File: src/rtl/uart_rx_fifo_if.sv
// Pop-side and serial-line signals of the UART receive FIFO.
// The slave modport is the receiver; the master modport is the line driver and byte consumer.
interface uart_rx_fifo_if #(
    parameter int CNT_W = 3
) ();
    logic             rxIn;
    logic [7:0]       rdData;
    logic             rdValid;
    logic             rdReady;
    logic [CNT_W-1:0] level;
    logic             frameErr;
    logic             overflow;
    logic             errClr;

    modport master (
        output rxIn, rdReady, errClr,
        input  rdData, rdValid, level, frameErr, overflow
    );

    modport slave (
        input  rxIn, rdReady, errClr,
        output rdData, rdValid, level, frameErr, overflow
    );
endinterface

File: src/rtl/uart_rx_fifo.sv
// 8N1 serial receiver feeding a small byte FIFO with a valid/ready pop port.
// Sticky frame-error and overflow flags; one divider counter times every sample from the start edge.
module uart_rx_fifo #(
    parameter int CLKS_PER_BIT = 16,
    parameter int FIFO_DEPTH   = 4,
    parameter int CNT_W        = 3
) (
    input logic           clk,
    input logic           rstn,
    uart_rx_fifo_if.slave bus
);
    localparam int PTR_W = $clog2(FIFO_DEPTH);
    localparam int DIV_W = $clog2(CLKS_PER_BIT);
    localparam logic [DIV_W-1:0] HALF_LOAD = DIV_W'(CLKS_PER_BIT / 2 - 1);
    localparam logic [DIV_W-1:0] BIT_LOAD  = DIV_W'(CLKS_PER_BIT - 1);
    localparam logic [CNT_W-1:0] DEPTH_C   = CNT_W'(FIFO_DEPTH);

    typedef enum logic [2:0] {
        S_IDLE  = 3'd0,
        S_START = 3'd1,
        S_DATA  = 3'd2,
        S_STOP  = 3'd3,
        S_BRK   = 3'd4
    } state_t;

    logic             r_sync1;
    logic             r_rx_s;
    state_t           r_state;
    logic [DIV_W-1:0] r_div;
    logic [2:0]       r_bit_idx;
    logic [7:0]       r_shift;
    logic             r_frame_err;
    logic             r_overflow;
    logic [7:0]       r_mem [FIFO_DEPTH];
    logic [PTR_W-1:0] r_wr_ptr;
    logic [PTR_W-1:0] r_rd_ptr;
    logic [CNT_W-1:0] r_count;
    logic [7:0]       r_rd_data;
    logic             r_rd_valid;

    logic             w_tick;
    logic             w_full;
    logic             w_pop;
    logic             w_stop_ok;
    logic             w_stop_bad;
    logic             w_push;
    logic             w_drop;
    logic [PTR_W-1:0] w_rd_ptr_nxt;
    logic [CNT_W-1:0] w_count_nxt;
    logic [7:0]       w_head_nxt;

    assign w_tick     = (r_div == '0);
    assign w_full     = (r_count == DEPTH_C);
    assign w_pop      = r_rd_valid & bus.rdReady;
    assign w_stop_ok  = (r_state == S_STOP) & w_tick & r_rx_s;
    assign w_stop_bad = (r_state == S_STOP) & w_tick & ~r_rx_s;
    assign w_push     = w_stop_ok & (~w_full | w_pop);
    assign w_drop     = w_stop_ok & w_full & ~w_pop;

    assign bus.rdData   = r_rd_data;
    assign bus.rdValid  = r_rd_valid;
    assign bus.level    = r_count;
    assign bus.frameErr = r_frame_err;
    assign bus.overflow = r_overflow;

    // Two-flop synchroniser for the asynchronous serial line.
    always_ff @(posedge clk or negedge rstn) begin
        if (!rstn) begin
            r_sync1 <= 1'b1;
            r_rx_s  <= 1'b1;
        end else begin
            r_sync1 <= bus.rxIn;
            r_rx_s  <= r_sync1;
        end
    end

    // Frame FSM: the divider is loaded with a half bit at the start edge, then a full bit per sample.
    always_ff @(posedge clk or negedge rstn) begin
        if (!rstn) begin
            r_state   <= S_IDLE;
            r_div     <= '0;
            r_bit_idx <= 3'd0;
            r_shift   <= 8'h00;
        end else begin
            case (r_state)
                S_IDLE: begin
                    if (!r_rx_s) begin
                        r_state <= S_START;
                        r_div   <= HALF_LOAD;
                    end
                end
                S_START: begin
                    if (w_tick) begin
                        if (r_rx_s) begin
                            r_state <= S_IDLE;
                        end else begin
                            r_state   <= S_DATA;
                            r_div     <= BIT_LOAD;
                            r_bit_idx <= 3'd0;
                        end
                    end else begin
                        r_div <= r_div - DIV_W'(1);
                    end
                end
                S_DATA: begin
                    if (w_tick) begin
                        r_shift <= {r_rx_s, r_shift[7:1]};
                        r_div   <= BIT_LOAD;
                        if (r_bit_idx == 3'd7) begin
                            r_state <= S_STOP;
                        end else begin
                            r_bit_idx <= r_bit_idx + 3'd1;
                        end
                    end else begin
                        r_div <= r_div - DIV_W'(1);
                    end
                end
                S_STOP: begin
                    if (w_tick) begin
                        r_state <= r_rx_s ? S_IDLE : S_BRK;
                    end else begin
                        r_div <= r_div - DIV_W'(1);
                    end
                end
                S_BRK: begin
                    if (r_rx_s) begin
                        r_state <= S_IDLE;
                    end
                end
                default: begin
                    r_state <= S_IDLE;
                end
            endcase
        end
    end

    // Next read pointer, occupancy and head byte after this edge's push/pop.
    always_comb begin
        w_rd_ptr_nxt = r_rd_ptr;
        w_count_nxt  = r_count;
        w_head_nxt   = r_mem[r_rd_ptr];
        if (w_pop) begin
            w_rd_ptr_nxt = r_rd_ptr + PTR_W'(1);
        end else begin
            w_rd_ptr_nxt = r_rd_ptr;
        end
        case ({w_push, w_pop})
            2'b10:   w_count_nxt = r_count + CNT_W'(1);
            2'b01:   w_count_nxt = r_count - CNT_W'(1);
            default: w_count_nxt = r_count;
        endcase
        // A byte pushed into an otherwise-empty FIFO becomes the head without a memory read.
        if (w_push && (w_rd_ptr_nxt == r_wr_ptr)) begin
            w_head_nxt = r_shift;
        end else begin
            w_head_nxt = r_mem[w_rd_ptr_nxt];
        end
    end

    // FIFO storage, pointers and registered head/valid.
    always_ff @(posedge clk or negedge rstn) begin
        if (!rstn) begin
            for (int i = 0; i < FIFO_DEPTH; i++) begin
                r_mem[i] <= 8'h00;
            end
            r_wr_ptr   <= '0;
            r_rd_ptr   <= '0;
            r_count    <= '0;
            r_rd_data  <= 8'h00;
            r_rd_valid <= 1'b0;
        end else begin
            if (w_push) begin
                r_mem[r_wr_ptr] <= r_shift;
                r_wr_ptr        <= r_wr_ptr + PTR_W'(1);
            end
            r_rd_ptr   <= w_rd_ptr_nxt;
            r_count    <= w_count_nxt;
            r_rd_valid <= (w_count_nxt != '0);
            if (w_count_nxt != '0) begin
                r_rd_data <= w_head_nxt;
            end
        end
    end

    // Sticky error flags; a set on the same edge wins over errClr.
    always_ff @(posedge clk or negedge rstn) begin
        if (!rstn) begin
            r_frame_err <= 1'b0;
            r_overflow  <= 1'b0;
        end else begin
            if (w_stop_bad) begin
                r_frame_err <= 1'b1;
            end else if (bus.errClr) begin
                r_frame_err <= 1'b0;
            end
            if (w_drop) begin
                r_overflow <= 1'b1;
            end else if (bus.errClr) begin
                r_overflow <= 1'b0;
            end
        end
    end
endmodule

File: src/flat_wrapper.sv
// flat-port wrapper written by rule: the top's interface ports become plain ports
module uart_rx_fifo_flat 
#(
    parameter int CLKS_PER_BIT = 16,
    parameter int FIFO_DEPTH   = 4,
    parameter int CNT_W        = 3
)
  (clk, rstn, bus_rxIn, bus_rdReady, bus_errClr, bus_rdData, bus_rdValid, bus_level, bus_frameErr, bus_overflow);
  uart_rx_fifo_if #(.CNT_W(CNT_W)) bus_i ();
  input logic clk;
  input logic rstn;
  input wire logic [$bits(bus_i.rxIn)-1:0] bus_rxIn;
  input wire logic [$bits(bus_i.rdReady)-1:0] bus_rdReady;
  input wire logic [$bits(bus_i.errClr)-1:0] bus_errClr;
  output wire logic [$bits(bus_i.rdData)-1:0] bus_rdData;
  output wire logic [$bits(bus_i.rdValid)-1:0] bus_rdValid;
  output wire logic [$bits(bus_i.level)-1:0] bus_level;
  output wire logic [$bits(bus_i.frameErr)-1:0] bus_frameErr;
  output wire logic [$bits(bus_i.overflow)-1:0] bus_overflow;
  assign bus_i.rxIn = bus_rxIn;
  assign bus_i.rdReady = bus_rdReady;
  assign bus_i.errClr = bus_errClr;
  assign bus_rdData = bus_i.rdData;
  assign bus_rdValid = bus_i.rdValid;
  assign bus_level = bus_i.level;
  assign bus_frameErr = bus_i.frameErr;
  assign bus_overflow = bus_i.overflow;
  uart_rx_fifo #(.CLKS_PER_BIT(CLKS_PER_BIT), .FIFO_DEPTH(FIFO_DEPTH), .CNT_W(CNT_W)) u_core (.clk(clk), .rstn(rstn), .bus(bus_i));
endmodule
File: config.mk
export PLATFORM = sky130hd
export DESIGN_NAME = uart_rx_fifo_flat
export DESIGN_NICKNAME = d
export VERILOG_FILES = /design/src/rtl/uart_rx_fifo_if.sv /design/src/rtl/uart_rx_fifo.sv /design/src/flat_wrapper.sv
export SDC_FILE = /design/constraint.sdc
export NUM_CORES = 1
export LEC_CHECK = 0
export CAP_MARGIN = 20
export CORE_MARGIN = 5
export CORE_UTILIZATION = 67
export CTS_BUF_LIST = sky130_fd_sc_hd__clkbuf_8
export DETAILED_ROUTE_END_ITERATION = 6
export PLACE_DENSITY = 0.95
export SETUP_SLACK_MARGIN = 0.02
export SLEW_MARGIN = 20
export SYNTH_ARGS = -nofsm -noshare
export SYNTH_HDL_FRONTEND = slang
export SYNTH_SLANG_ARGS = --single-unit
File: constraint.sdc
create_clock -name clk -period 9.5 [get_ports clk]
set_input_delay 1.425 -clock clk [delete_from_list [all_inputs] [get_ports clk]]
set_output_delay 1.425 -clock clk [all_outputs]
set_load 0.01 [all_outputs]
; ---- Yosys cells after proc, flatten, opt, wreduce, memory -nomap -nowiden
; Cells that the tools add are included.
; Widths: inputs -> output; s select.
[totals]
reg_bits = 70
input_bits = 5
word_cells = 103
[classes]
add_sub_neg = 6
n_lt_le_gt_ge = 3
eq_ne = 19
n_mux = 32
bitwise_logic = 13
n_reduce_logical = 13
[op_table]
columns = op, count
row1 = $mux 3, 11
row2 = $bwmux 32, 1
row3 = $mux 8, 4
row4 = $mux 4, 5
row5 = $bmux 8 s2, 1
row6 = $demux 8 s2, 1
row7 = $pmux 4 s4, 1
row8 = $pmux 3 s5, 1
row9 = $pmux 3 s2, 2
row10 = $ne 2x1->1 const B, 5
row11 = $eq 3x3->1 const B, 3
row12 = $ne 2x2->1 const B, 4
row13 = $and 1x1->1, 7
row14 = $add 3x1->3 const B, 2
row15 = $eq 3x2->1 const B, 2
row16 = $ge 3x3->1 const B, 2
row17 = $not 2->3, 2
row18 = $reduce_and 6->1, 1
row19 = $reduce_bool 2->1, 3
row20 = $reduce_and 5->1, 1
row21 = $add 2x1->2 const B, 2
row22 = $logic_not 4->1, 1
row23 = $mux 2, 2
row24 = $reduce_and 4->1, 1
row25 = other kinds (16), 21

; ---- Depth between registers and ports, before layout
; Gate-level depths: netlist (run 1).
[depth]
ltp_word = 7
ltp_mapped = 13

; ---- Worst setup path before layout (run 1)
; Ideal clock, no wire load.
[synth_path]
path_kind = input-to-reg
startpoint = in bus_rdReady
endpoint = reg u_core.r_rd_data[0] (netlist: u_core.bus.rdData[0])
arrival_time_ns = 3.962
required_time_ns = 9.375
slack_ns = 5.414
cell_stages = 12
n_path_buf = 4
cell_sequence = clkbuf_1 -> and2_1 -> clkbuf_1 -> clkbuf_1 -> o31ai_1 -> inv_1 -> fa_1 -> nor4_1 -> nor3_1 -> a21o_1 -> clkbuf_1 -> mux2_2
[synth_between]
elab_chain_len = 7
elab_cells_between_ends = 15
[synth_rtl]
columns = item, line
row1 = "start, declared", flat_wrapper.sv:13  ; input wire logic [$bits(bus_i.rdReady)-1:0] bus_rdReady;
row2 = $and 1x1->1 *, uart_rx_fifo.sv:54  ; assign w_pop = r_rd_valid & bus.rdReady;
row3 = $mux 2, uart_rx_fifo.sv:142  ; if (w_pop) begin
row4 = $not 2->3 (implied by the code), uart_rx_fifo.sv:156  ; w_head_nxt = r_mem[w_rd_ptr_nxt];
row5 = $bmux 8 s2, uart_rx_fifo.sv:156
row6 = $mux 8 (implied by the code) (2 in a row), uart_rx_fifo.sv:156
row7 = $mux 8, uart_rx_fifo.sv:153  ; if (w_push && (w_rd_ptr_nxt == r_wr_ptr)) begin
row8 = "end signal, assigned", uart_rx_fifo.sv:180  ; r_rd_data <= w_head_nxt;
row9 = "end, declared", uart_rx_fifo.sv:38  ; logic [7:0] r_rd_data;
; Every way passes the cells marked *; elsewhere a longest branch is shown, timed or not. The select of a mux whose other input is x is not followed.
; A chain may end at the register's enable or synchronous reset.

; ---- Worst setup path after layout (run 1)
[layout_path]
startpoint = in bus_rdReady
endpoint = reg u_core.r_rd_data[5] (netlist: u_core.bus.rdData[5])
; The elaborated chain is that of the path after synthesis.

==> qor.txt, run 1 <==
starting density of the core -> 70.17%
static leakage -> 1.835 nW
ranking of synthesized cells by area -> dfrtp_1 47%, mux2_2 18%, ha_1 2.7%, mux2i_1 2.7%, a311o_1 2.2%
clock skew -> 0.007607 ns
Psw -> 0.3816 mW
post-synthesis mux area share -> 20.32%
clock share of power -> 22.5%
Max Cap Viol -> 0
drt pass-1 iters -> 5
Final Cycle Share -> 50.65%
DRC errors left -> 0
critical-path cell list -> clkdlybuf4s50_1, and2_1, o31ai_1, inv_1, fa_1, xor2_1, nor4_1, nor3_1, a21o_1, mux2_2
total grt overflow -> 0
hold buffers post-CTS -> 0
count of final setup violators -> 0
CP endpoint kind -> flop
Multi-input gate area -> 0.001755 mm^2
H-tree lvl count -> 3
First DRT Iteration DRCs -> 313
M1 wire length -> 3376 um
Routed wire per std cell -> 19.25 um
Final nets -> 336
Yosys Warn Count -> 0
DR WL met2 -> 3796 um
Bufs and invs on worst path -> 2
Post-CTS Setup Repair Bufs -> 0
vias in the first global route -> 2519
syn_area_per_cell -> 11.71 um^2
DIE AREA -> 0.007027 mm^2
Syn Inst Count -> 312
Post-Synth Adder-Cell Area -> 3.289%
Clk pin slew, worst setup/hold paths -> 0.07 ns
Die Y-Extent -> 83.83 um
DP HPWL -> 4688 um
Top Ports -> 19
register area -> 0.001754 mm^2
CP max stage delay -> 0.84 ns
CTS tree -> yes
setup TNS -> 0 ns
register bit total from synthesis -> 70
compound-cell area share of the yosys netlist -> 13.94%
Logic pwr share -> 35.4%
RSZ-0062 raised after global routing -> false
crit-path max FO -> 25
final hold slack -> 0.3563 ns
clk buf depth -> 2
status -> finished, final reports clean
PD cells -> 262.8 mW/mm^2
CTS Buf Count -> 9
row count -> 26
register area share after synthesis -> 48.03%
Placed Cells incl. Taps -> 381
Cell Int Power -> 0.6820 mW
Port Buffers -> 18
Placer Congestion -> 0.8244
Final Max Tran Viols -> 0
relative slew slack -> 30.98%
fraction of layout cells with a size suffix above 1 -> 25.08%
Slowest-stage cell, CP -> clkdlybuf4s50_1
largest family of logic cells by synthesized area -> multiplexers
GRT Resource Usage Total -> 22.76%
core area -> 0.005205 mm^2
Area Overhead vs Synth -> 10.83%
Tmin final -> 4.812 ns
cell taking the most area after synthesis -> dfrtp_1
final std cells w/o fill -> 397
Synth Area in XOR/XNOR -> 1.439%
largest net degree at the start of global routing -> 71
Syn Nets -> 326
DR vias/cell -> 6.438
Top FF cell, synth -> dfrtp_1
CTS-repair resized insts -> 0
Fin. Hold Viols -> 0
routed vias -> 2556
filler cell count -> 316
Fmax achieved -> 207.8 MHz
Antenna Nets Post-Route -> 0
CP Class -> input port to flop
post-synthesis simple-gate area fraction -> 9.078%
Met3 Wirelength -> 387 um
Peak VDD IR -> 0.2017 mV
Syn Std Cell Area -> 0.003652 mm^2
Worst EP arrival -> 5.04 ns
Final Routed Wirelength -> 7641 um
post-synth cell types -> 41
clk sinks -> 70
crit-path leading delay family -> simple AND/OR/NAND/NOR gates
top-area cell type share of the netlist area -> 46.59%
Switching Fraction -> 35.88%
first-pass GRT wire length -> 12620 um
DIE WIDTH -> 83.83 um
number of enable flip-flop cells after synthesis -> 0
clk_lat worst skew -> 0.34 ns
initial antenna violation count -> 0
worst-margin pin slew -> 1.035 ns
Root Buffer -> clkbuf_8
max layer used -> met4
CP Launch Type -> input port
Post-synth ARST share -> 100.0%
Hold WC Path Type -> flop to flop
Antenna diodes -> 0
Flop pwr share -> 42.1%
Critical Path RT -> 9.72 ns
per-stage QoR:
stage               worst slack [ns]  area [um^2]  util (%)  power, mW
CTS                            4.796         4048     77.76      1.065
finish                         4.688         4048     77.76      1.064
floorplan                      5.414         3652         -     0.7092
global route                   4.485         4048     77.76      1.127
global placement               4.624         3847     73.92     0.7938
detailed placement             4.470         3847     73.92     0.8156
placed cells by master, fill, tap and decap left out, types with 2 or more instances in the layout:
cell type	instances
a21oi_1	8
dfstp_2	2
nand3_1	3
a21o_1	3
clkbuf_8	11
nor3b_1	2
o22ai_1	4
nand2_1	15
nor4b_1	3
or2_2	2
nand4b_1	8
mux2_2	57
a311o_1	8
o21ai_0	5
and3_1	2
o311ai_0	8
nor4_1	3
nor2_1	8
inv_1	19
clkinv_2	3
nand2b_1	2
dfrtp_1	68
a22o_1	2
and2_1	2
nand4_1	2
clkdlybuf4s50_1	17
mux2i_1	10
ha_1	8
a211oi_1	10
xnor2_1	5
nor3_1	3
a22oi_1	8
a31oi_1	3
registers in the layout (all words and copies together) (netlist names):
name                 count
u_core.bus.rdValid       1
u_core.r_bit_idx         3
u_core.r_mem            32
u_core.bus.overflow      1
u_core.bus.level         3
u_core.bus.frameErr      1
u_core.r_rd_ptr          2
u_core.r_shift           8
u_core.r_div             4
u_core.r_wr_ptr          2
u_core.r_state           3
u_core.bus.rdData        8
u_core.r_rx_s            1
u_core.r_sync1           1
cells in the mapped netlist, types with 3 or more instances:
cell type  count
a311o_1        8
nand4b_1       8
o311ai_0       8
a21oi_1        8
clkbuf_1      20
dfrtp_1       68
nand2_1       15
o21ai_0        5
mux2i_1       10
mux2_2        57
ha_1           8
nand3_1        3
a21o_1         3
nor4_1         3
nor3_1         3
nor2_1         8
a22oi_1        8
a211oi_1      10
inv_1         18
a31oi_1        3
nor4b_1        3
o22ai_1        4
xnor2_1        5
routing by layer:
| metal | vias up | GRT usage [%] |
|---|---|---|
| li1 | 1189 | - |
| met2 | 88 | 35.65 |
| met5 | - | 0 |
| met1 | 1268 | 31.37 |
| met3 | 11 | 4.936 |
| met4 | 0 | 8.041 |
final cells by class:
cell class | instances | share of cell area, %
Clock buffer | 11 | 3.740
Clock inverter | 5 | 1.206
Inverter | 18 | 1.669
Multi-Input combinational cell | 204 | 43.37
Sequential cell | 70 | 43.34
Tap cell | 70 | 2.164
Timing Repair Buffer | 19 | 4.513
power by group through the flow:
stage                     Clock (mW)  Combinational, mW  Sequential (mW)
after detailed placement           0              0.368            0.448
after global placement             0              0.350            0.444
after CTS                      0.243              0.376            0.445
after floorplan                    0              0.314            0.395
final                          0.239              0.377            0.447
after global routing           0.257              0.412            0.459
path summary, 6_finish.rpt:
path	depth (start not counted)	slack, ns	startpoint	end
max in group asynchronous	2	7.66	rstn	u_core.bus.overflow
worst min register to register	0	0.36	u_core.r_sync1	u_core.r_rx_s
worst max register to register	10	5.86	u_core.r_div[0]	u_core.bus.rdData[5]
min in group asynchronous	2	1.27	rstn	u_core.r_div[1]
worst max-delay path	10	4.69	bus_rdReady	u_core.bus.rdData[5]
worst min-delay path	0	0.36	u_core.r_sync1	u_core.r_rx_s
logic make-up (layout without fill, tap and decap cells):
group | Yosys count | count (layout)
DFF | 70 | 70
muxes | 67 | 67
AOI/OAI and AO/OA | 65 | 65
and+or+nand+nor | 57 | 57
buffers and inverters | 38 | 53
adders and majority gates | 9 | 9
xor gates and xnor gates | 6 | 6
(Power assumes the default switching activity.)
==> run 2: changes to the inputs <==
CORE_UTILIZATION = 62   (was 67)
PLACE_DENSITY = 0.91   (was 0.95)
clock period = 4.5 ns   (was 9.5 ns; I/O delays follow)
==> run 2 against run 1 <==
  * Sequential share of layout area shrank 0.77 points
  * Cell count increased by 2.0%
  * Total power grew 120%
  * Non-clock buffer count is 3 higher
  * Worst setup slack lost 3.9 ns
  * Routed wire length is 1.5% higher
  * Register-to-register slack worse by 5.0 ns
  * Sequential power is 100% higher
  * Clock power grew to 2.6 times the previous value
  * Worst hold slack improved by 0.0040 ns
  * Critical path type is now flop to flop
  * Critical endpoint is now u_core.bus.rdData[6]
==> qor.txt, run 2 (synthesis results as in run 1) <==
status -> finished, final reports clean (unchanged)
total grt overflow -> 0 (unchanged)
Final Max Tran Viols -> 0 (unchanged)
routed vias -> 2578 (was 2556)
row count -> 28 (was 26)
reg2reg start -> u_core.r_div[0] (unchanged)
setup TNS -> 0 ns (unchanged)
cell with the most instances on the worst path -> inv_1
hold buffers post-CTS -> 0 (unchanged)
Met3 Wirelength -> 409 um (was 387 um)
H-tree lvl count -> 3 (unchanged)
M1 wire length -> 3297 um (was 3376 um)
Logic pwr share -> 35.8% (was 35.4%)
Switching Fraction -> 35.00% (was 35.88%)
starting density of the core -> 62.80% (was 70.17%)
Post-CTS Setup Repair Bufs -> 0 (unchanged)
Bufs and invs on worst path -> 2 (unchanged)
Placer Congestion -> 0.8956 (was 0.8244)
Max Cap Viol -> 0 (unchanged)
CP max stage delay -> 0.51 ns (was 0.84 ns)
DR vias/cell -> 6.365 (was 6.438)
Crit. Startpoint -> u_core.r_div[0] (was bus_rdReady)
Antenna diodes -> 0 (unchanged)
Critical Path RT -> 4.72 ns (was 9.72 ns)
CTS Buf Count -> 9 (unchanged)
Area Overhead vs Synth -> 12.92% (was 10.83%)
DIE AREA -> 0.007526 mm^2 (was 0.007027 mm^2)
Fmax achieved -> 271.9 MHz
max layer used -> met4 (unchanged)
Flop pwr share -> 38.1% (was 42.1%)
CTS tree -> yes (unchanged)
relative slew slack -> 27.97% (was 30.98%)
max FFs per register -> 32 (unchanged)
commonest cells after routing, fill and taps aside -> 67 x dfrtp_1, 57 x mux2_2, 18 x inv_1 (was 68 x dfrtp_1, 57 x mux2_2, 19 x inv_1)
crit-path max FO -> 9 (was 25)
Worst Hold Launch -> u_core.r_sync1 (unchanged)
Peak VDD IR -> 0.3453 mV (was 0.2017 mV)
Final nets -> 339 (was 336)
First DRT Iteration DRCs -> 279 (was 313)
Cell Int Power -> 1.547 mW (was 0.6820 mW)
fraction of layout cells with a size suffix above 1 -> 26.36% (was 25.08%)
Die Y-Extent -> 86.75 um (was 83.83 um)
clock share of power -> 26.1% (was 22.5%)
core area -> 0.005816 mm^2 (was 0.005205 mm^2)
DRC errors left -> 0 (unchanged)
clk_lat worst skew -> 0.35 ns (was 0.34 ns)
CP Class -> flop to flop (was input port to flop)
RSZ-0062 raised after global routing -> false (unchanged)
Worst EP arrival -> 3.90 ns (was 5.04 ns)
Final Routed Wirelength -> 7757 um (was 7641 um)
CTS-repair resized insts -> 0 (unchanged)
Tmin final -> 3.678 ns
Post-Place Worst Slack -> 0.9103 ns (was 4.470 ns)
clock skew -> 0.01080 ns (was 0.007607 ns)
vias in the first global route -> 2599 (was 2519)
largest net degree at the start of global routing -> 38 (was 71)
Slowest-stage cell, CP -> or4b_4 (was clkdlybuf4s50_1)
Antenna Nets Post-Route -> 0 (unchanged)
Port Buffers -> 18 (unchanged)
Routed wire per std cell -> 19.15 um (was 19.25 um)
count of final setup violators -> 0 (unchanged)
Hold WC Path Type -> flop to flop (unchanged)
most flop-heavy register -> u_core.r_mem (unchanged)
crit-path leading delay family -> compound AO/OA/AOI/OAI gates (was simple AND/OR/NAND/NOR gates)
DIE WIDTH -> 86.75 um (was 83.83 um)
first-pass GRT wire length -> 13300 um (was 12620 um)
critical-path cell list -> inv_1, ha_1, or4b_4, o31ai_1, inv_1, fa_1, xor2_1, a41oi_1, a21o_1, mux2_2 (was clkdlybuf4s50_1, and2_1, o31ai_1, inv_1, fa_1, xor2_1, nor4_1, nor3_1, a21o_1, mux2_2)
Final Cycle Share -> 81.74%
CP Launch Type -> flop (was input port)
Fin. Hold Viols -> 0 (unchanged)
clk sinks -> 70 (unchanged)
static leakage -> 1.864 nW (was 1.835 nW)
worst-margin pin slew -> 1.073 ns (was 1.035 ns)
PD cells -> 577.1 mW/mm^2 (was 262.8 mW/mm^2)
Root Buffer -> clkbuf_8 (unchanged)
total power -> 2.380 mW (was 1.064 mW)
drt pass-1 iters -> 5 (unchanged)
initial antenna violation count -> 0 (unchanged)
Psw -> 0.8330 mW (was 0.3816 mW)
Top Ports -> 19 (unchanged)
DP HPWL -> 4796 um (was 4688 um)
CP endpoint kind -> flop (unchanged)
DR WL met2 -> 3971 um (was 3796 um)
Clk pin slew, worst setup/hold paths -> 0.07 ns (about the same)
clk buf depth -> 2 (unchanged)
Setup WS post-layout -> 0.8216 ns (was 4.688 ns)
commonest non-fill, non-tap cell in the layout -> dfrtp_1 (unchanged)
GRT Resource Usage Total -> 23.38% (was 22.76%)
[run 2: changes by cell type in the layout (fill, tap and decap cells not counted), sizes merged]
cell,previous run,this run
clkbuf,11,10
bufinv,1,3
buf,2,5
inv,19,18
[run 2: worst register-to-register path, cell delays in order (launching register included)]
cell and delay [ns]:
dfrtp_1 0.41, inv_1 0.09, ha_1 0.19, or4b_4 0.51, o31ai_1 0.46, inv_1 0.16, fa_1 0.47, xor2_1 0.20
a41oi_1 0.23, a21o_1 0.45, mux2_2 0.39
[run 2: area by class of cell]
cell class                      instances  area (um^2)
Clock buffer                           10        137.6
Clock inverter                          6        108.9
Fill cell                             377         1692
Inverter                               18        67.56
Multi-Input combinational cell        204         1755
Sequential cell                        70         1755
Tap cell                               75        93.84
Timing Repair Buffer                   22        205.2
[run 2: stage by stage]
| step | std cells | cell area [um^2] | hold slack (ns) | util (%) |
|---|---|---|---|---|
| after floorplan | 312 | 3652 | 0.3452 | - |
| after global placement | 389 | 3876 | 0.3472 | 66.65 |
| after detailed placement | 389 | 3876 | 0.3502 | 66.65 |
| after CTS | 405 | 4123 | 0.3607 | 70.89 |
| after global routing | 405 | 4124 | 0.3704 | 70.91 |
| final | 405 | 4124 | 0.3603 | 70.91 |
[run 2: power groups by stage]
stage	Sequential (mW)	Clock (mW)	Combinational, mW
after floorplan	0.833	0	0.664
after global placement	0.902	0	0.791
after detailed placement	0.910	0	0.837
after CTS	0.901	0.630	0.855
after global routing	0.927	0.666	0.937
final	0.906	0.622	0.853
[run 2: routing by layer]
layer  GRT usage, %  vias to the layer above
met3          5.608                        6
met2          37.00                       72
met5              0                        -
met1          31.65                     1297
li1               -                     1203
met4          8.074                        0
[run 2: path summary, 6_finish.rpt]
kind / endpoint / slack, ns / cells past startpoint
hold reg to reg: u_core.r_rx_s / 0.36 / 0
setup reg to reg: u_core.bus.rdData[6] / 0.82 / 10
min in group asynchronous: u_core.r_div[3] / 0.41 / 1
setup / recovery: u_core.bus.rdData[6] / 0.82 / 10
max in group asynchronous: u_core.bus.rdData[1] / 3.15 / 2
hold / removal: u_core.r_rx_s / 0.36 / 0
==> run 3: changes to the inputs <==
clock period = 3.5 ns   (was 4.5 ns; I/O delays follow)
==> run 3 against run 2 <==
  * First-iteration DRC count rose by 18%
  * Maximum frequency is 12% higher
  * Total power rose by 33%
  * Sequential power up 21%
  * Highest routed layer unchanged
  * Clock skew increased by 0.00098 ns
  * Global-route usage decreased by 1.0 points
  * Register-to-register slack worse by 0.62 ns
  * Worst setup slack got worse by 0.62 ns
  * Clock power up 36%
  * Via count is 2.7% higher
  * Largest cell class is now multi-input gates
  * Core utilization up 1.4 points
  * Cell count up 0.99%
==> qor.txt, run 3 (synthesis results as in run 1) <==
status -> finished, final reports clean (unchanged)
clk sinks -> 70 (unchanged)
PD cells -> 750.3 mW/mm^2 (was 577.1 mW/mm^2)
most flop-heavy register -> u_core.r_mem (unchanged)
Placer Congestion -> 0.8873 (was 0.8956)
DP HPWL -> 4880 um (was 4796 um)
fin util -> 72.31% (was 70.91%)
Root Buffer -> clkbuf_8 (unchanged)
Met3 Wirelength -> 441 um (was 409 um)
static leakage -> 1.899 nW (was 1.864 nW)
Worst EP arrival -> 3.53 ns (was 3.90 ns)
R2R cell count -> 11 (was 10)
GRT Resource Usage Total -> 22.38% (was 23.38%)
Final Cell Area -> 0.004205 mm^2 (was 0.004124 mm^2)
Final nets -> 345 (was 339)
Flop pwr share -> 35.0% (was 38.1%)
CP Class -> flop to flop (unchanged)
DR WL met2 -> 3873 um (was 3971 um)
DRC errors left -> 0 (unchanged)
largest net degree at the start of global routing -> 71 (was 38)
hold buffers post-CTS -> 0 (unchanged)
Max Cap Viol -> 0 (unchanged)
row count -> 28 (unchanged)
Final Routed Wirelength -> 7772 um (was 7757 um)
M1 wire length -> 3272 um (was 3297 um)
Hold WC Path Type -> flop to flop (unchanged)
Slowest-stage cell, CP -> or4b_4 (unchanged)
CP max stage delay -> 0.51 ns (about the same)
clock skew -> 0.01178 ns (was 0.01080 ns)
Psw -> 1.063 mW (was 0.8330 mW)
Bufs and invs on worst path -> 2 (unchanged)
DR vias/cell -> 6.472 (was 6.365)
CP Launch Type -> flop (unchanged)
setup TNS -> 0 ns (unchanged)
total grt overflow -> 0 (unchanged)
relative slew slack -> 31.98% (was 27.97%)
commonest non-fill, non-tap cell in the layout -> dfrtp_1 (unchanged)
CTS Buf Count -> 9 (unchanged)
Post-Place Worst Slack -> 0.04752 ns (was 0.9103 ns)
Die Y-Extent -> 86.75 um (unchanged)
Port Buffers -> 18 (unchanged)
DIE AREA -> 0.007526 mm^2 (unchanged)
setup slack, reg-to-reg -> 0.21 ns (was 0.82 ns)
Routed wire per std cell -> 19.00 um (was 19.15 um)
vias in the first global route -> 2649 (was 2599)
critical-path cell list -> inv_1, ha_1, or4b_4, o31ai_2, inv_1, fa_1, xor2_2, nor4_1, nor3_2, a21o_2, mux2_2 (was inv_1, ha_1, or4b_4, o31ai_1, inv_1, fa_1, xor2_1, a41oi_1, a21o_1, mux2_2)
CP endpoint kind -> flop (unchanged)
CTS tree -> yes (unchanged)
Antenna Nets Post-Route -> 0 (unchanged)
Top Ports -> 19 (unchanged)
clk buf depth -> 2 (unchanged)
Area Overhead vs Synth -> 15.14% (was 12.92%)
dpl cell area -> 0.003914 mm^2 (was 0.003876 mm^2)
Tmin final -> 3.294 ns (was 3.678 ns)
CTS-repair resized insts -> 0 (unchanged)
cell with the most instances on the worst path -> inv_1 (unchanged)
clk_lat worst skew -> 0.35 ns (about the same)
first-pass GRT wire length -> 13050 um (was 13300 um)
Logic pwr share -> 38.2% (was 35.8%)
Critical Path RT -> 3.73 ns (was 4.72 ns)
Fmax achieved -> 303.6 MHz (was 271.9 MHz)
Fin. Hold Viols -> 0 (unchanged)
Switching Fraction -> 33.70% (was 35.00%)
fraction of layout cells with a size suffix above 1 -> 28.14% (was 26.36%)
drt pass-1 iters -> 4 (was 5)
starting density of the core -> 62.80% (unchanged)
Final Cycle Share -> 94.12% (was 81.74%)
total power -> 3.155 mW (was 2.380 mW)
count of final setup violators -> 0 (unchanged)
initial antenna violation count -> 0 (unchanged)
Cell Int Power -> 2.092 mW (was 1.547 mW)
First DRT Iteration DRCs -> 329 (was 279)
max FFs per register -> 32 (unchanged)
Setup WS post-layout -> 0.2058 ns (was 0.8216 ns)
core area -> 0.005816 mm^2 (unchanged)
Clk pin slew, worst setup/hold paths -> 0.06 ns (was 0.07 ns)
max layer used -> met4 (unchanged)
Antenna diodes -> 0 (unchanged)
crit-path leading delay family -> simple AND/OR/NAND/NOR gates (was compound AO/OA/AOI/OAI gates)
Crit. Startpoint -> u_core.r_div[0] (unchanged)
DIE WIDTH -> 86.75 um (unchanged)
clock share of power -> 26.8% (was 26.1%)
worst flop-to-flop path endpoint -> u_core.bus.rdData[6] (unchanged)
reg2reg start -> u_core.r_div[0] (unchanged)
commonest cells after routing, fill and taps aside -> 68 x dfrtp_1, 57 x mux2_2, 18 x inv_1 (was 67 x dfrtp_1, 57 x mux2_2, 18 x inv_1)
RSZ-0062 raised after global routing -> false (unchanged)
Final Max Tran Viols -> 0 (unchanged)
Peak VDD IR -> 0.4700 mV (was 0.3453 mV)
crit-path max FO -> 5 (was 9)
H-tree lvl count -> 3 (unchanged)
crit path to -> u_core.bus.rdData[6] (unchanged)
Levels on crit path -> 11 (was 10)
routed vias -> 2647 (was 2578)
worst-margin pin slew -> 1.014 ns (was 1.073 ns)
Post-CTS Setup Repair Bufs -> 0 (unchanged)
==> run 3: worst register-to-register path: stages, from the launching register on <==
cell and delay, ns:
dfrtp_1 0.40, inv_1 0.09, ha_1 0.19, or4b_4 0.51, o31ai_2 0.24, inv_1 0.11
fa_1 0.48, xor2_2 0.22, nor4_1 0.27, nor3_2 0.11, a21o_2 0.27, mux2_2 0.30
==> run 3: worst min path at each step <==
stage / start / to / slack [ns] / depth (start not counted)
after global routing: u_core.r_sync1 / u_core.r_rx_s / 0.37 / 0
final: u_core.r_sync1 / u_core.r_rx_s / 0.36 / 0
after CTS: u_core.r_sync1 / u_core.r_rx_s / 0.36 / 0
after global placement: u_core.r_sync1 / u_core.r_rx_s / 0.35 / 0
after detailed placement: u_core.r_sync1 / u_core.r_rx_s / 0.35 / 0
after floorplan: rstn / u_core.bus.frameErr / 0.23 / 0
==> run 3: layout make-up <==
class	instances	area, um^2
clock buffers	10	137.6
clock inverters	4	120.1
fillers	392	1610
inverters	18	67.56
multi-input cells	205	1789
flip-flops and latches	70	1754
well taps	75	93.84
repair buffers	27	242.7
==> run 3: power by group through the flow <==
stage | Combinational (mW) | Clock [mW] | Sequential, mW
floorplan | 0.854 | 0 | 1.07
detailed placement | 1.17 | 0 | 1.11
CTS | 1.18 | 0.856 | 1.10
finish | 1.21 | 0.844 | 1.10
global placement | 1.10 | 0 | 1.10
global route | 1.32 | 0.890 | 1.13
==> run 3: through the flow <==
step | cells | hold slack (ns)
5_1_grt | 409 | 0.3664
6_report | 409 | 0.3557
4_1_cts | 408 | 0.3563
3_3_place_gp | 394 | 0.3458
2_1_floorplan | 312 | 0.2294
3_5_place_dp | 394 | 0.3468
==> run 3: layer usage <==
| metal | vias to the layer above | GRT usage (%) |
|---|---|---|
| met2 | 85 | 34.01 |
| met4 | 0 | 11.76 |
| li1 | 1204 | - |
| met5 | - | 0 |
| met3 | 17 | 3.137 |
| met1 | 1341 | 31.27 |
